<file path="src/rtl/tile_cmd_scheduler_pkg.sv">
// Shared types and constants for the tile command scheduler.
package tile_cmd_scheduler_pkg;

    localparam int RESULT_FIFO_DEPTH_GP = 64;
    localparam int TILE_ADDR_W_GP       = 11;

    typedef enum logic [2:0] {
        S_IDLE      = 3'd0,
        S_CHECK     = 3'd1,
        S_WAIT_CRED = 3'd2,
        S_ISSUE     = 3'd3,
        S_WAIT_DONE = 3'd4
    } sched_state_t;

    typedef struct packed {
        logic [TILE_ADDR_W_GP-1:0] left_addr;
        logic [TILE_ADDR_W_GP-1:0] right_addr;
        logic [7:0]                dim_b;
        logic [7:0]                dim_c;
        logic [7:0]                dim_v;
        logic [2:0]                flags;
    } tile_cmd_t;

    // Number of FP16 results a tile produces (B x C), zero-extended to 16 bits.
    function automatic logic [15:0] tile_bc(input logic [7:0] b, input logic [7:0] c);
        return {8'd0, b} * {8'd0, c};
    endfunction

endpackage

</file>
<file path="src/rtl/tile_cmd_scheduler_if.sv">
// Tile command valid/ready bus from the command decoder to the scheduler.
interface tile_cmd_scheduler_if #(
    parameter int ADDR_W = 11
);
    logic              cmd_valid;
    logic              cmd_ready;
    logic [ADDR_W-1:0] cmd_left_addr;
    logic [ADDR_W-1:0] cmd_right_addr;
    logic [7:0]        cmd_dim_b;
    logic [7:0]        cmd_dim_c;
    logic [7:0]        cmd_dim_v;
    logic [2:0]        cmd_flags;

    modport master (
        output cmd_valid, cmd_left_addr, cmd_right_addr,
               cmd_dim_b, cmd_dim_c, cmd_dim_v, cmd_flags,
        input  cmd_ready
    );

    modport slave (
        input  cmd_valid, cmd_left_addr, cmd_right_addr,
               cmd_dim_b, cmd_dim_c, cmd_dim_v, cmd_flags,
        output cmd_ready
    );
endinterface

</file>
<file path="src/rtl/tile_cmd_scheduler_result_credit_counter.sv">
// Free-space credit counter for the result FIFO. Issue consumes bc credits,
// each pop returns one; a pop at full credit is flagged and dropped.
module result_credit_counter #(
    parameter int RESULT_DEPTH = 64,
    parameter int CREDIT_W     = 16
) (
    input  logic                i_clk,
    input  logic                i_reset_n,
    input  logic                i_issue,
    input  logic [CREDIT_W-1:0] i_bc,
    input  logic                i_pop,
    output logic [CREDIT_W-1:0] o_credits,
    output logic                o_credit_err
);
    localparam logic [CREDIT_W-1:0] L_FULL = CREDIT_W'(RESULT_DEPTH);

    logic [CREDIT_W-1:0] r_credits;
    logic                r_credit_err;
    logic [CREDIT_W-1:0] w_next;
    logic                w_err_set;
    logic [CREDIT_W-1:0] w_pop_ext;

    assign w_pop_ext = {{(CREDIT_W-1){1'b0}}, i_pop};

    // Next credit value: issue and pop both apply; an unmatched pop at full is dropped.
    always_comb begin
        w_next    = r_credits;
        w_err_set = 1'b0;
        if (i_issue) begin
            w_next = r_credits - i_bc + w_pop_ext;
        end else if (i_pop) begin
            if (r_credits == L_FULL) begin
                w_err_set = 1'b1;
            end else begin
                w_next = r_credits + w_pop_ext;
            end
        end
    end

    // Credit register and sticky overflow flag, both restored by reset only.
    always_ff @(posedge i_clk or negedge i_reset_n) begin
        if (!i_reset_n) begin
            r_credits    <= L_FULL;
            r_credit_err <= 1'b0;
        end else begin
            r_credits <= w_next;
            if (w_err_set) begin
                r_credit_err <= 1'b1;
            end
        end
    end

    assign o_credits    = r_credits;
    assign o_credit_err = r_credit_err;

endmodule

</file>
<file path="src/rtl/tile_cmd_scheduler.sv">
// Tile command scheduler: accepts a tile command, validates its dimensions,
// waits for result-FIFO credit, pulses o_tile_en once and then waits for the
// engine to report the tile done before accepting another command.
module tile_cmd_scheduler
    import tile_cmd_scheduler_pkg::*;
#(
    parameter int ADDR_W       = TILE_ADDR_W_GP,
    parameter int RESULT_DEPTH = RESULT_FIFO_DEPTH_GP,
    parameter int CREDIT_W     = 16
) (
    input  logic                   i_clk,
    input  logic                   i_reset_n,
    tile_cmd_scheduler_if.slave    cmd_if,
    output logic                   o_tile_en,
    output logic [ADDR_W-1:0]      o_left_addr,
    output logic [ADDR_W-1:0]      o_right_addr,
    output logic [7:0]             o_dim_b,
    output logic [7:0]             o_dim_c,
    output logic [7:0]             o_dim_v,
    output logic [2:0]             o_flags,
    input  logic                   i_tile_done,
    input  logic                   i_result_pop,
    output logic                   o_cmd_err,
    output logic                   o_credit_err,
    output logic                   o_busy,
    output logic [CREDIT_W-1:0]    o_credits,
    output logic [15:0]            o_tiles_done,
    output logic [2:0]             o_state
);
    localparam logic [CREDIT_W-1:0] L_DEPTH = CREDIT_W'(RESULT_DEPTH);

    sched_state_t        r_state;
    sched_state_t        w_next_state;
    logic [ADDR_W-1:0]   r_left_addr;
    logic [ADDR_W-1:0]   r_right_addr;
    logic [7:0]          r_dim_b;
    logic [7:0]          r_dim_c;
    logic [7:0]          r_dim_v;
    logic [2:0]          r_flags;
    logic [CREDIT_W-1:0] r_bc;
    logic [15:0]         r_tiles_done;
    logic [CREDIT_W-1:0] w_credits;
    logic                w_accept;
    logic                w_dim_bad;
    logic                w_issue;

    assign w_accept  = (r_state == S_IDLE) && cmd_if.cmd_valid;
    assign w_issue   = (r_state == S_ISSUE);
    assign w_dim_bad = (r_dim_b == 8'd0) || (r_dim_c == 8'd0) || (r_dim_v == 8'd0) ||
                       (r_bc > L_DEPTH);

    // State register.
    always_ff @(posedge i_clk or negedge i_reset_n) begin
        if (!i_reset_n) begin
            r_state <= S_IDLE;
        end else begin
            r_state <= w_next_state;
        end
    end

    // Next-state logic; ISSUE is entered only once credits cover the tile.
    always_comb begin
        w_next_state = r_state;
        case (r_state)
            S_IDLE:      if (w_accept) w_next_state = S_CHECK;
            S_CHECK:     w_next_state = w_dim_bad ? S_IDLE : S_WAIT_CRED;
            S_WAIT_CRED: if (w_credits >= r_bc) w_next_state = S_ISSUE;
            S_ISSUE:     w_next_state = S_WAIT_DONE;
            S_WAIT_DONE: if (i_tile_done) w_next_state = S_IDLE;
            default:     w_next_state = S_IDLE;
        endcase
    end

    // Latch command fields and the B x C product on accept; held until the next accept.
    always_ff @(posedge i_clk or negedge i_reset_n) begin
        if (!i_reset_n) begin
            r_left_addr  <= '0;
            r_right_addr <= '0;
            r_dim_b      <= '0;
            r_dim_c      <= '0;
            r_dim_v      <= '0;
            r_flags      <= '0;
            r_bc         <= '0;
        end else if (w_accept) begin
            r_left_addr  <= cmd_if.cmd_left_addr;
            r_right_addr <= cmd_if.cmd_right_addr;
            r_dim_b      <= cmd_if.cmd_dim_b;
            r_dim_c      <= cmd_if.cmd_dim_c;
            r_dim_v      <= cmd_if.cmd_dim_v;
            r_flags      <= cmd_if.cmd_flags;
            r_bc         <= CREDIT_W'(tile_bc(cmd_if.cmd_dim_b, cmd_if.cmd_dim_c));
        end
    end

    // Completed-tile counter; done pulses outside WAIT_DONE are ignored.
    always_ff @(posedge i_clk or negedge i_reset_n) begin
        if (!i_reset_n) begin
            r_tiles_done <= '0;
        end else if ((r_state == S_WAIT_DONE) && i_tile_done) begin
            r_tiles_done <= r_tiles_done + 16'd1;
        end
    end

    result_credit_counter #(
        .RESULT_DEPTH (RESULT_DEPTH),
        .CREDIT_W     (CREDIT_W)
    ) u_credit (
        .i_clk        (i_clk),
        .i_reset_n    (i_reset_n),
        .i_issue      (w_issue),
        .i_bc         (r_bc),
        .i_pop        (i_result_pop),
        .o_credits    (w_credits),
        .o_credit_err (o_credit_err)
    );

    assign cmd_if.cmd_ready = (r_state == S_IDLE);
    assign o_tile_en        = w_issue;
    assign o_cmd_err        = (r_state == S_CHECK) && w_dim_bad;
    assign o_busy           = (r_state != S_IDLE);
    assign o_state          = r_state;
    assign o_credits        = w_credits;
    assign o_tiles_done     = r_tiles_done;
    assign o_left_addr      = r_left_addr;
    assign o_right_addr     = r_right_addr;
    assign o_dim_b          = r_dim_b;
    assign o_dim_c          = r_dim_c;
    assign o_dim_v          = r_dim_v;
    assign o_flags          = r_flags;

endmodule

</file>
<file path="src/flat_wrapper.sv">
// flat-port wrapper written by rule: the top's interface ports become plain ports
module tile_cmd_scheduler_flat import tile_cmd_scheduler_pkg::*;
#(
    parameter int ADDR_W       = TILE_ADDR_W_GP,
    parameter int RESULT_DEPTH = RESULT_FIFO_DEPTH_GP,
    parameter int CREDIT_W     = 16
)
  (i_clk, i_reset_n, o_tile_en, o_left_addr, o_right_addr, o_dim_b, o_dim_c, o_dim_v, o_flags, i_tile_done, i_result_pop, o_cmd_err, o_credit_err, o_busy, o_credits, o_tiles_done, o_state, cmd_if_cmd_valid, cmd_if_cmd_left_addr, cmd_if_cmd_right_addr, cmd_if_cmd_dim_b, cmd_if_cmd_dim_c, cmd_if_cmd_dim_v, cmd_if_cmd_flags, cmd_if_cmd_ready);
  tile_cmd_scheduler_if #(.ADDR_W(ADDR_W)) cmd_if_i ();
  input  logic i_clk;
  input  logic i_reset_n;
  output logic o_tile_en;
  output logic [ADDR_W-1:0] o_left_addr;
  output logic [ADDR_W-1:0] o_right_addr;
  output logic [7:0] o_dim_b;
  output logic [7:0] o_dim_c;
  output logic [7:0] o_dim_v;
  output logic [2:0] o_flags;
  input  logic i_tile_done;
  input  logic i_result_pop;
  output logic o_cmd_err;
  output logic o_credit_err;
  output logic o_busy;
  output logic [CREDIT_W-1:0] o_credits;
  output logic [15:0] o_tiles_done;
  output logic [2:0] o_state;
  input wire logic [$bits(cmd_if_i.cmd_valid)-1:0] cmd_if_cmd_valid;
  input wire logic [$bits(cmd_if_i.cmd_left_addr)-1:0] cmd_if_cmd_left_addr;
  input wire logic [$bits(cmd_if_i.cmd_right_addr)-1:0] cmd_if_cmd_right_addr;
  input wire logic [$bits(cmd_if_i.cmd_dim_b)-1:0] cmd_if_cmd_dim_b;
  input wire logic [$bits(cmd_if_i.cmd_dim_c)-1:0] cmd_if_cmd_dim_c;
  input wire logic [$bits(cmd_if_i.cmd_dim_v)-1:0] cmd_if_cmd_dim_v;
  input wire logic [$bits(cmd_if_i.cmd_flags)-1:0] cmd_if_cmd_flags;
  output wire logic [$bits(cmd_if_i.cmd_ready)-1:0] cmd_if_cmd_ready;
  assign cmd_if_i.cmd_valid = cmd_if_cmd_valid;
  assign cmd_if_i.cmd_left_addr = cmd_if_cmd_left_addr;
  assign cmd_if_i.cmd_right_addr = cmd_if_cmd_right_addr;
  assign cmd_if_i.cmd_dim_b = cmd_if_cmd_dim_b;
  assign cmd_if_i.cmd_dim_c = cmd_if_cmd_dim_c;
  assign cmd_if_i.cmd_dim_v = cmd_if_cmd_dim_v;
  assign cmd_if_i.cmd_flags = cmd_if_cmd_flags;
  assign cmd_if_cmd_ready = cmd_if_i.cmd_ready;
  tile_cmd_scheduler #(.ADDR_W(ADDR_W), .RESULT_DEPTH(RESULT_DEPTH), .CREDIT_W(CREDIT_W)) u_core (.i_clk(i_clk), .i_reset_n(i_reset_n), .cmd_if(cmd_if_i), .o_tile_en(o_tile_en), .o_left_addr(o_left_addr), .o_right_addr(o_right_addr), .o_dim_b(o_dim_b), .o_dim_c(o_dim_c), .o_dim_v(o_dim_v), .o_flags(o_flags), .i_tile_done(i_tile_done), .i_result_pop(i_result_pop), .o_cmd_err(o_cmd_err), .o_credit_err(o_credit_err), .o_busy(o_busy), .o_credits(o_credits), .o_tiles_done(o_tiles_done), .o_state(o_state));
endmodule
</file>
<file path="config.mk">
export PLATFORM = sky130hd
export DESIGN_NAME = tile_cmd_scheduler_flat
export DESIGN_NICKNAME = d
export VERILOG_FILES = /design/src/rtl/tile_cmd_scheduler_pkg.sv /design/src/rtl/tile_cmd_scheduler_if.sv /design/src/rtl/tile_cmd_scheduler_result_credit_counter.sv /design/src/rtl/tile_cmd_scheduler.sv /design/src/flat_wrapper.sv
export SDC_FILE = /design/constraint.sdc
export NUM_CORES = 1
export LEC_CHECK = 0
export ABC_AREA = 1
export CAP_MARGIN = 20
export CORE_MARGIN = 3
export CORE_UTILIZATION = 57
export DETAILED_ROUTE_END_ITERATION = 16
export PLACE_DENSITY = 0.86
export SLEW_MARGIN = 10
export SYNTH_ARGS = -nofsm -noshare
export SYNTH_HDL_FRONTEND = slang
export SYNTH_HIERARCHICAL = 1
export SYNTH_SLANG_ARGS = --single-unit
export TNS_END_PERCENT = 1
</file>
<file path="constraint.sdc">
create_clock -name i_clk -period 6.8 [get_ports i_clk]
set_clock_uncertainty 0.15 [all_clocks]
set_input_delay 1.36 -clock i_clk [delete_from_list [all_inputs] [get_ports i_clk]]
set_output_delay 1.36 -clock i_clk [all_outputs]
set_load 0.1 [all_outputs]
</file>
# == After elaboration in Yosys (flattened, before gate mapping) ==
# Cells that the tools add are included.
# totals
regBits,101
output_inout_bits,89
elab_cells,52
# op_classes
n_addsub,4
multipliers,1
magnitude_cmp,2
n_eq_ne,9
n_mux,11
n_reduce_logical,14
# op_table
operator,n
two-way mux 16 bit,3
adder 16 x 1 -> 16 bit,2
zero test 8 bit,3
adder 16 x 1 -> 16 bit (second input constant),1
equality test 16 x 7 -> 1 bit (second input constant),1
greater-or-equal comparator 16 bit,1
> comparator 16 x 7 -> 1 bit (second input constant),1
multiplier 8 x 8 -> 16 bit,1
subtractor 16 bit,1
one-hot mux 3 bit (5 select lines),1
two-way mux 3 bit,3
equality test 3 x 2 -> 1 bit (second input constant),2
!= test 2 x 1 -> 1 bit (second input constant),2
!= test 2 bit (second input constant),2
equality test 3 x 1 -> 1 bit (second input constant),1
equality test 3 bit (second input constant),1
logical AND 1 bit,3
zero test 3 bit,1
logical OR 1 bit,3
two-way mux 1 bit,3
AND reduction 3 bit,1
nonzero test 3 bit,1
two-way mux 2 bit,1
AND reduction 2 bit,1
nonzero test 2 bit,1

# == Depth between registers and ports, before layout ==
# Gate-level depths: netlist (run 1).
# depth
ltp_word,6
ltp_mapped,21
mapped_depth_nobuf,20

# == Modules after synthesis ==
# The synthesis (run 1) kept the hierarchy.
# by_module_without_submodules
mod,n_inst,cells_per_inst,area_per_inst_um2,seq_area_each_um2
tile_cmd_scheduler,1,886,6486.2,2102.0
result_credit_counter,1,366,2288.4,426.7

# == Least setup slack after synthesis (run 1) ==
# Ideal clock, no wire load.
# synth_timing
path_type,input-to-reg
startpoint,in cmd_if_cmd_dim_c[7]
endpoint,reg u_core.r_bc[15]
setup_time_ns,0.117
t_arrival_ns,4.827
required_time_ns,6.533
slack_ns,1.705
cell_stages,18
path_buffers,1
path_cell_list,clkbuf_1 nand2_1 fa_1 fa_1 inv_1 fa_1 inv_1 fa_1 inv_1 ha_1 nand2_1 nor2_1 and2_1 nand2_1 nand3_1 nand2_1 nand3_1 nand2_1
# synth_via
elab_chain_cells,1
# synth_rtl
element,line_no,source
"start, declared",flat_wrapper.sv:31,input wire logic [$bits(cmd_if_i.cmd_dim_c)-1:0] cmd_if_cmd_dim_c;
multiplier 8 x 8 -> 16 bit,tile_cmd_scheduler_pkg.sv:26,"return {8'd0, b} * {8'd0, c};"
"end signal, assigned",tile_cmd_scheduler.sv:91,"r_bc <= CREDIT_W'(tile_bc(cmd_if.cmd_dim_b, cmd_if.cmd_dim_c));"
"end, declared",tile_cmd_scheduler.sv:40,logic [CREDIT_W-1:0] r_bc;
# No other way between the ends.
# A chain may end at the register's enable or synchronous reset.

# == Final worst setup path (run 1) ==
# layout_timing
startpoint,in cmd_if_cmd_dim_b[1]
endpoint,reg u_core.r_bc[15]
# layout_via
elab_chain_cells,1
# layout_rtl
element,line_no,source
"start, declared",flat_wrapper.sv:30,input wire logic [$bits(cmd_if_i.cmd_dim_b)-1:0] cmd_if_cmd_dim_b;
multiplier 8 x 8 -> 16 bit,tile_cmd_scheduler_pkg.sv:26,
# No other way between the ends.

==> run metrics, run 1 <==
GPL Wtd Cong=a little over 0.9; ant diodes=0; Max-slew headroom=0.313; Die Ht=about 130 microns; WL per Instance=between 10 and 15 microns; Final #Nets=1549; library cells used by synthesis=39; post-layout minimum cycle time=roughly 5.4 ns; clk_lat worst skew=0.36 ns; actual slew at the worst max-slew pin=between 1 and 1.5 ns; H-Tree Depth=3; Slew Viols, Final=0; metal2 WL=around 11 mm; CP Class=in2reg; Final ANT Viol Nets=0; post-synthesis sequential area ratio=0.288; syn avg cell area=between 7 and 8 sq um; WL met3=1.08 mm; Max clock buf depth=2; I/O Buffers=roughly 140; GR Overflow Total=0; CP Cell Sequence=clkdlybuf4s50_1, nand2_1, fa_1, fa_1, inv_1, fa_1, inv_1, fa_1, inv_1, ha_1, nand2_1, nor2_1, and2_1, nand2_1, nand3_1, nand2_1, nand3_1, nand2_1; CP required=just under 7 ns; final WL=21.7 mm; Detailed Place HPWL=16.8 mm; Top Ports=about 140; yosys warns=6; max cap viols=0; Vias/cell=~5.2; Yosys reg bits=roughly 100; R2R setup slack=4.41 ns; period utilization=0.796; crit-path max FO=9; fin worst setup slack=roughly 1.4 ns; Post-CTS Setup Inserts=0; post-CTS sizing=0; gr usage total=0.253; Num CTS Buffers=9; root buf cell=clkbuf_16; fmax=approximately 180 MHz; Top FF cell, synth=dfrtp_1; DRC errors left=0; worst path arrival time=5.50 ns; area delta synth->final=20.6%; initial core utilization=0.593; vias=a little over 8k; pre-CTS setup slack=1.05 ns; Row Count=44; share of post-route cells with drive strength above 1=0.0312; Reg clk slew, reported paths=approximately 0.070 ns; RSZ-0062 raised after global routing=false; first-pass GRT wire length=approximately 35 mm; die area=approximately 0.017 sq mm; final setup fails=0; die width=approximately 130 microns; syn_nets=around 1.4k; met1 wire length=~9 mm; most used cell, CP=nand2_1; CTS tree=built; CP Launch Type=input pin; CP peak stage delay=roughly 0.7 ns; setup_tns=0 ns; highest metal used=met4; status=completed; pin count of the biggest net entering global routing=80; CORE AREA=about 0.015 sq mm; Hold WC Path Type=reg2reg; critical path capture point type=register; vias in the first global route=~7.6k; Synth Cell Area=about 0.009 sq mm; Initial DRC Count=around 650; Synth Instances=1252; Fin. Hold Viols=0; CTS sink count=about 100; hold buffer count at cts=0; initial antenna violation count=0; 1st-pass router iterations=6; ys async rst share=1.00; slowest stage cell on the critical path=clkdlybuf4s50_1; EDFF count, synth=0
-- registers in the layout (all words and copies together) (netlist names) --
register	flops
u_core/o_right_addr	11
u_core/u_credit/o_credits	16
u_core/o_dim_b	8
u_core/o_state	3
u_core/o_dim_v	8
u_core/o_dim_c	8
u_core/o_tiles_done	16
u_core/o_flags	3
u_core/o_left_addr	11
u_core/r_bc	16
u_core/u_credit/o_credit_err	1
-- final cells by class --
class	instances	area, sq um
clock buffer	9	225
clock inverter	7	103
fill	1178	4220
inverter	237	890
multi-input combinational	879	5170
sequential	101	2530
tap	184	230
timing repair buffer	145	1440
-- through the flow --
step           instance area, sq um   util  std cells  hold slack, ns
2_1_floorplan                  8770      -       1252           0.320
3_3_place_gp                  10300  0.693       1546           0.303
3_5_place_dp                  10300  0.693       1546           0.307
4_1_cts                       10600  0.715       1562           0.326
5_1_grt                       10600  0.715       1562           0.337
6_report                      10600  0.715       1562           0.325
-- critical path, delay by kind of cell --
kind | cells | cell delay [ns]
AND/OR/NAND/NOR | 9 | 0.87
adder cells (fa/ha/maj) | 5 | 2.45
buffers and inverters | 4 | 0.82
-- cells in the mapped netlist (7+ instances only) --
master | number | area share
nand2_1 | 459 | 0.20
a21oi_1 | 30 | 0.017
fa_1 | 37 | 0.084
nand4_1 | 19 | 0.014
o21ai_0 | 31 | 0.018
xor2_1 | 18 | 0.018
nand3_1 | 57 | 0.033
ha_1 | 85 | 0.12
clkbuf_1 | 17 | 0.0073
buf_2 | 10 | 0.0057
xnor2_1 | 7 | 0.0070
nor3_1 | 14 | 0.0080
inv_1 | 232 | 0.099
nor2_1 | 79 | 0.034
dfrtp_1 | 100 | 0.29
-- logic make-up after synthesis --
kind of cell | Yosys count | share of synthesized area
and+or+nand+nor | 652 | 0.308
AOI/OAI and AO/OA | 80 | 0.0495
xor gates and xnor gates | 25 | 0.0250
adders and majority gates | 122 | 0.206
DFF | 101 | 0.288
buffers and inverters | 272 | 0.123
-- worst paths after layout --
path | start | endpoint | cells past startpoint
worst max register to register | u_core/r_bc[0]$_DFFE_PN0P_ | u_core/u_credit/o_credits[8]$_DFFE_PN0P_ | 12
worst min-delay path | u_core/o_flags[0]$_DFFE_PN0P_ | u_core/o_flags[0]$_DFFE_PN0P_ | 2
max in group asynchronous | i_reset_n | u_core/o_dim_c[0]$_DFFE_PN0P_ | 2
worst max-delay path | cmd_if_cmd_dim_b[1] | u_core/r_bc[15]$_DFFE_PN0P_ | 18
min in group asynchronous | i_reset_n | u_core/u_credit/o_credits[11]$_DFFE_PN0P_ | 1
worst min register to register | u_core/o_flags[0]$_DFFE_PN0P_ | u_core/o_flags[0]$_DFFE_PN0P_ | 2
-- metal layers --
layer | track usage | vias up
met5 | 0 | -
met4 | 0.0886 | 0
met3 | 0.0422 | 52
met2 | 0.431 | 257
met1 | 0.327 | 3820
li1 | - | 4058
-- placed cells by master (no fill, tap or decap), types with 2 or more instances in the layout --
cell	instances
a22oi_1	2
inv_2	4
nand2_1	459
o21bai_1	3
clkbuf_16	9
nor3_1	13
xor2_1	18
o21ai_1	6
fa_1	37
o22ai_1	3
nor3_2	3
clkdlybuf4s50_1	141
dfrtp_1	100
ha_1	85
nand2_4	2
xnor2_1	7
nor2_4	3
a31oi_1	3
nor2_1	79
nand3b_1	4
inv_1	232
and2_1	3
inv_8	2
nor2_2	2
inv_6	2
clkinv_8	2
buf_4	4
nor3_4	2
o21ai_0	31
nand4_1	19
nand3_1	57
nand2_2	3
a21oi_1	30
Power of run 1 is left out: the tool's default activity adds up to more than one toggle a clock period on the data nets, which glitch-free logic cannot reach.
==> run 2: changes to the inputs <==
Settings changed: CORE_UTILIZATION 57 to 50, PLACE_DENSITY 0.86 to 0.8.
Clock period 6.8 ns to 4.4 ns, I/O delays scaled along.
==> run metrics, run 2 (synthesis results as in run 1) <==
die area=0.0192 sq mm (was 0.0169 sq mm); DRC errors left=0 (unchanged); I/O Buffers=142 (unchanged); Reg clk slew, reported paths=0.08 ns (was 0.07 ns); dpl cells=1622 (was 1546); CP Class=in2reg (unchanged); worst path arrival time=4.33 ns (was 5.50 ns); Die Ht=138 microns (was 130 microns); Num CTS Buffers=9 (unchanged); CP peak stage delay=0.54 ns (was 0.68 ns); period utilization=0.969; area delta synth->final=25.1% (was 20.6%); crit-path max FO=4 (was 9); Final ANT Viol Nets=0 (unchanged); setup_tns=0 ns (unchanged); final setup fails=0 (unchanged); CTS tree=built (unchanged); vias in the first global route=8184 (was 7558); gr usage total=0.237 (was 0.253); most common cell after layout, fill and taps aside=nand2_1 (unchanged); Final #Nets=1590 (was 1549); H-Tree Depth=3 (unchanged); clk_lat worst skew=0.36 ns (about the same); post-layout minimum cycle time=around 4.3 ns; GPL Wtd Cong=0.919 (was 0.925); pin count of the biggest net entering global routing=69 (was 80); GR Overflow Total=0 (unchanged); max cap viols=0 (unchanged); Post-Layout Cell Count=1639 (was 1562); Row Count=47 (was 44); Hold WC Path Type=reg2reg (unchanged); slowest stage cell on the critical path=fa_1 (was clkdlybuf4s50_1); first-pass GRT wire length=38.3 mm (was 34.7 mm); Fin. Hold Viols=0 (unchanged); CTS sink count=101 (unchanged); ant diodes=0 (unchanged); root buf cell=clkbuf_16 (unchanged); status=completed (unchanged); CP required=4.46 ns (was 6.89 ns); WL per Instance=13.9 microns (about the same); fmax=234 MHz; CP Launch Type=input pin (unchanged); hold buffer count at cts=0 (unchanged); initial antenna violation count=0 (unchanged); Initial DRC Count=614 (was 653); Vias/cell=5.09 (was 5.24); CORE AREA=0.0169 sq mm (was 0.0148 sq mm); Max clock buf depth=2 (unchanged); Setup crit start=cmd_if_cmd_dim_c[7] (was cmd_if_cmd_dim_b[1]); share of post-route cells with drive strength above 1=0.0881 (was 0.0312); initial core utilization=0.520 (was 0.593); vias=8348 (was 8187); die width=138 microns (was 130 microns); Slew Viols, Final=0 (unchanged); Max-slew headroom=0.304 (was 0.313); CP Cell Sequence=clkbuf_2, buf_4, nand2_1, inv_1, fa_1, fa_1, fa_1, inv_1, fa_1, inv_1, ha_4, nand2_2, nand2_1, nand2_1, nand2_2, inv_1, nand2_1, nand2_1, nand2_1, o22ai_1 (was clkdlybuf4s50_1, nand2_1, fa_1, fa_1, inv_1, fa_1, inv_1, fa_1, inv_1, ha_1, nand2_1, nor2_1, and2_1, nand2_1, nand3_1, nand2_1, nand3_1, nand2_1); Top Ports=143 (unchanged); min-delay src=u_core/o_left_addr[6]$_DFFE_PN0P_ (was u_core/o_flags[0]$_DFFE_PN0P_); final WL=22.8 mm (was 21.7 mm); most used cell, CP=nand2_1 (unchanged); critical path capture point type=register (unchanged); Detailed Place HPWL=17.7 mm (was 16.8 mm); commonest non-fill, non-tap cells in the layout=nand2_1, inv_1, clkdlybuf4s50_1 (unchanged); reg2reg start=u_core/r_bc[0]$_DFFE_PN0P_ (unchanged); 1st-pass router iterations=5 (was 6); actual slew at the worst max-slew pin=1.04 ns (was 1.03 ns)
## run 2: timing repair
action	CTS	global route
resized for setup	27	51
pin swaps	5	18
setup buffers	0	1
endpoints found under the setup margin	10	10
## run 2: area by class of cell
class	instances	area [sq um]
multi-input combinational	879	5310
fill	1500	5900
clock buffer	9	225
sequential	101	2530
clock inverter	7	63.8
tap	220	275
timing repair buffer	186	1690
inverter	237	890
## run 2: worst paths after layout
check / to / slack [ns] / cells past startpoint
setup / recovery: u_core/r_bc[11]$_DFFE_PN0P_ / 0.14 / 20
hold / removal: u_core/o_left_addr[6]$_DFFE_PN0P_ / 0.33 / 2
setup reg to reg: u_core/u_credit/o_credits[14]$_DFFE_PN0P_ / 1.98 / 14
hold reg to reg: u_core/o_left_addr[6]$_DFFE_PN0P_ / 0.33 / 2
max in group asynchronous: u_core/r_bc[4]$_DFFE_PN0P_ / 2.82 / 2
min in group asynchronous: u_core/u_credit/o_credits[15]$_DFFE_PN0P_ / 0.44 / 1
## run 2: worst max-delay path: cells and delay by family
family | cells | cell delay (ns)
simple gates | 8 | 0.58
buf+inv | 6 | 0.44
fa+ha+maj | 5 | 2.35
compound gates | 1 | 0.07
## run 2: layer usage
| metal | track usage | wire length (microns) | vias to the layer above |
|---|---|---|---|
| met5 | 0 | 0 | - |
| met4 | 0.0811 | 644 | 0 |
| li1 | - | - | 4147 |
| met1 | 0.298 | 9500 | 3911 |
| met2 | 0.415 | 11500 | 235 |
| met3 | 0.0387 | 1130 | 55 |
## run 2: through the flow
step                setup WS [ns]  hold slack, ns  utilization  instance area, sq um
global placement           -0.690           0.302        0.628                 10600
CTS                       -0.0151           0.328        0.648                 10900
floorplan                  -0.215           0.320            -                  8780
global route              -0.0464           0.347        0.650                 11000
detailed placement         -0.792           0.307        0.628                 10600
finish                      0.135           0.325        0.650                 11000
Power of run 2 is left out for the same reason.
==> run 3: changes to the inputs <==
Settings changed: GPL_TIMING_DRIVEN set to 0.
==> run metrics, run 3 (synthesis results as in run 1) <==
GPL Wtd Cong=0.943 (was 0.919); die area=0.0192 sq mm (unchanged); most common cell after layout, fill and taps aside=nand2_1 (unchanged); Row Count=47 (unchanged); Top Ports=143 (unchanged); CP Class=in2reg (unchanged); period utilization=0.975 (was 0.969); Hold WC Path Type=in2async (was reg2reg); die width=138 microns (unchanged); reg-to-reg endpoint=u_core/u_credit/o_credits[15]$_DFFE_PN0P_ (was u_core/u_credit/o_credits[14]$_DFFE_PN0P_); CTS tree=built (unchanged); GR Overflow Total=0 (unchanged); Fin. Hold Viols=0 (unchanged); actual slew at the worst max-slew pin=1.04 ns (about the same); max cap viols=0 (unchanged); post-layout minimum cycle time=4.29 ns (was 4.26 ns); reg2reg start=u_core/u_credit/o_credits[10]$_DFFE_PN0P_ (was u_core/r_bc[0]$_DFFE_PN0P_); 1st-pass router iterations=5 (unchanged); R2R depth=10 (was 14); Detailed Place HPWL=18.0 mm (was 17.7 mm); root buf cell=clkbuf_16 (unchanged); Slew Viols, Final=0 (unchanged); vias in the first global route=8021 (was 8184); Final ANT Viol Nets=0 (unchanged); critical path capture point type=register (unchanged); H-Tree Depth=3 (unchanged); Die Ht=138 microns (unchanged); Num CTS Buffers=9 (unchanged); WL per Instance=14.1 microns (was 13.9 microns); pre-CTS setup slack=-0.627 ns (was -0.792 ns); I/O Buffers=126 (was 142); R2R setup slack=1.97 ns (was 1.98 ns); Reg clk slew, reported paths=0.08 ns (about the same); CP Launch Type=input pin (unchanged); vias=8183 (was 8348); pin count of the biggest net entering global routing=86 (was 69); commonest non-fill, non-tap cells in the layout=nand2_1, inv_1, clkdlybuf4s50_1 (unchanged); final setup fails=0 (unchanged); CP required=4.49 ns (was 4.46 ns); dpl cell area=0.0103 sq mm (was 0.0106 sq mm); final WL=22.8 mm (about the same); Max clock buf depth=2 (unchanged); crit-path max FO=9 (was 4); DRC errors left=0 (unchanged); gr usage total=0.237 (about the same); worst path arrival time=4.38 ns (was 4.33 ns); CTS sink count=101 (unchanged); area delta synth->final=22.8% (was 25.1%); Initial DRC Count=520 (was 614); CORE AREA=0.0169 sq mm (unchanged); initial core utilization=0.520 (unchanged); first-pass GRT wire length=38.0 mm (was 38.3 mm); ant diodes=0 (unchanged); status=completed (unchanged); Max-slew headroom=0.302 (was 0.304); hold buffer count at cts=0 (unchanged); Vias/cell=5.06 (was 5.09); Final #Nets=1567 (was 1590); fmax=233 MHz (was 234 MHz); initial antenna violation count=0 (unchanged); clk_lat worst skew=0.36 ns (about the same); design area=0.0108 sq mm (was 0.0110 sq mm); share of post-route cells with drive strength above 1=0.0623 (was 0.0881); fin worst setup slack=0.110 ns (was 0.135 ns)
[run 3: cell count changes in the layout (fill, tap and decap cells not counted), sizes merged]
| cell | change |
|---|---|
| clkinvlp | -1 |
| inv | +1 |
| dlygate4sd2 | -1 |
| clkbuf | +3 |
| buf | -24 |
| clkinv | -1 |
[run 3: area by class of cell]
type	instances	area, sq um
well taps	220	275
inverters	237	890
plain buffers	35	245
multi-input cells	879	5230
flip-flops and latches	101	2530
clock buffers	10	239
fillers	1514	6110
repair buffers	128	1300
clock inverters	6	62.6
[run 3: worst max-delay path: stages]
cell      delay, ns
clkbuf_4       0.17
nand2_1        0.08
inv_1          0.05
fa_1           0.57
fa_1           0.45
fa_1           0.54
inv_1          0.06
fa_1           0.55
inv_1          0.08
ha_4           0.30
nand2_2        0.08
nor2_2         0.13
and2_1         0.14
nand2_1        0.06
nand3_1        0.07
nand2_1        0.05
nand3_1        0.06
nand2_1        0.05
[run 3: stage by stage]
stage | TNS (ns) | hold slack, ns | util | std cells
floorplan | -1.35 | 0.320 | - | 1252
global placement | -167.37 | 0.303 | 0.611 | 1598
detailed placement | -4.43 | 0.307 | 0.613 | 1599
CTS | 0 | 0.187 | 0.633 | 1615
global route | -0.0639 | 0.193 | 0.638 | 1616
finish | 0 | 0.192 | 0.638 | 1616
[run 3: how the worst max path moves through the flow]
stage	from	endpoint	cells past startpoint
floorplan	cmd_if_cmd_dim_c[7]	u_core/r_bc[15]$_DFFE_PN0P_	18
global placement	i_reset_n	u_core/o_flags[2]$_DFFE_PN0P_	1
detailed placement	cmd_if_cmd_dim_c[7]	u_core/r_bc[15]$_DFFE_PN0P_	18
CTS	cmd_if_cmd_dim_b[0]	u_core/r_bc[15]$_DFFE_PN0P_	18
global route	cmd_if_cmd_dim_b[1]	u_core/r_bc[14]$_DFFE_PN0P_	19
finish	cmd_if_cmd_dim_b[1]	u_core/r_bc[15]$_DFFE_PN0P_	18
[run 3: routing by layer]
layer,GRT usage,share of wire,up-vias
met5,0,0,-
met4,0.0842,0.023,0
met3,0.0342,0.048,44
met2,0.417,0.51,217
met1,0.299,0.42,3827
li1,-,-,4095
[run 3: what timing repair did]
item / 4_1_cts / 5_1_grt
buffers inserted: 0 / 1
gates resized for setup: 19 / 40
setup endpoints to repair: 8 / 8
cloned: 0 / 0
pin swaps: 0 / 9
Power of run 3 is left out for the same reason.
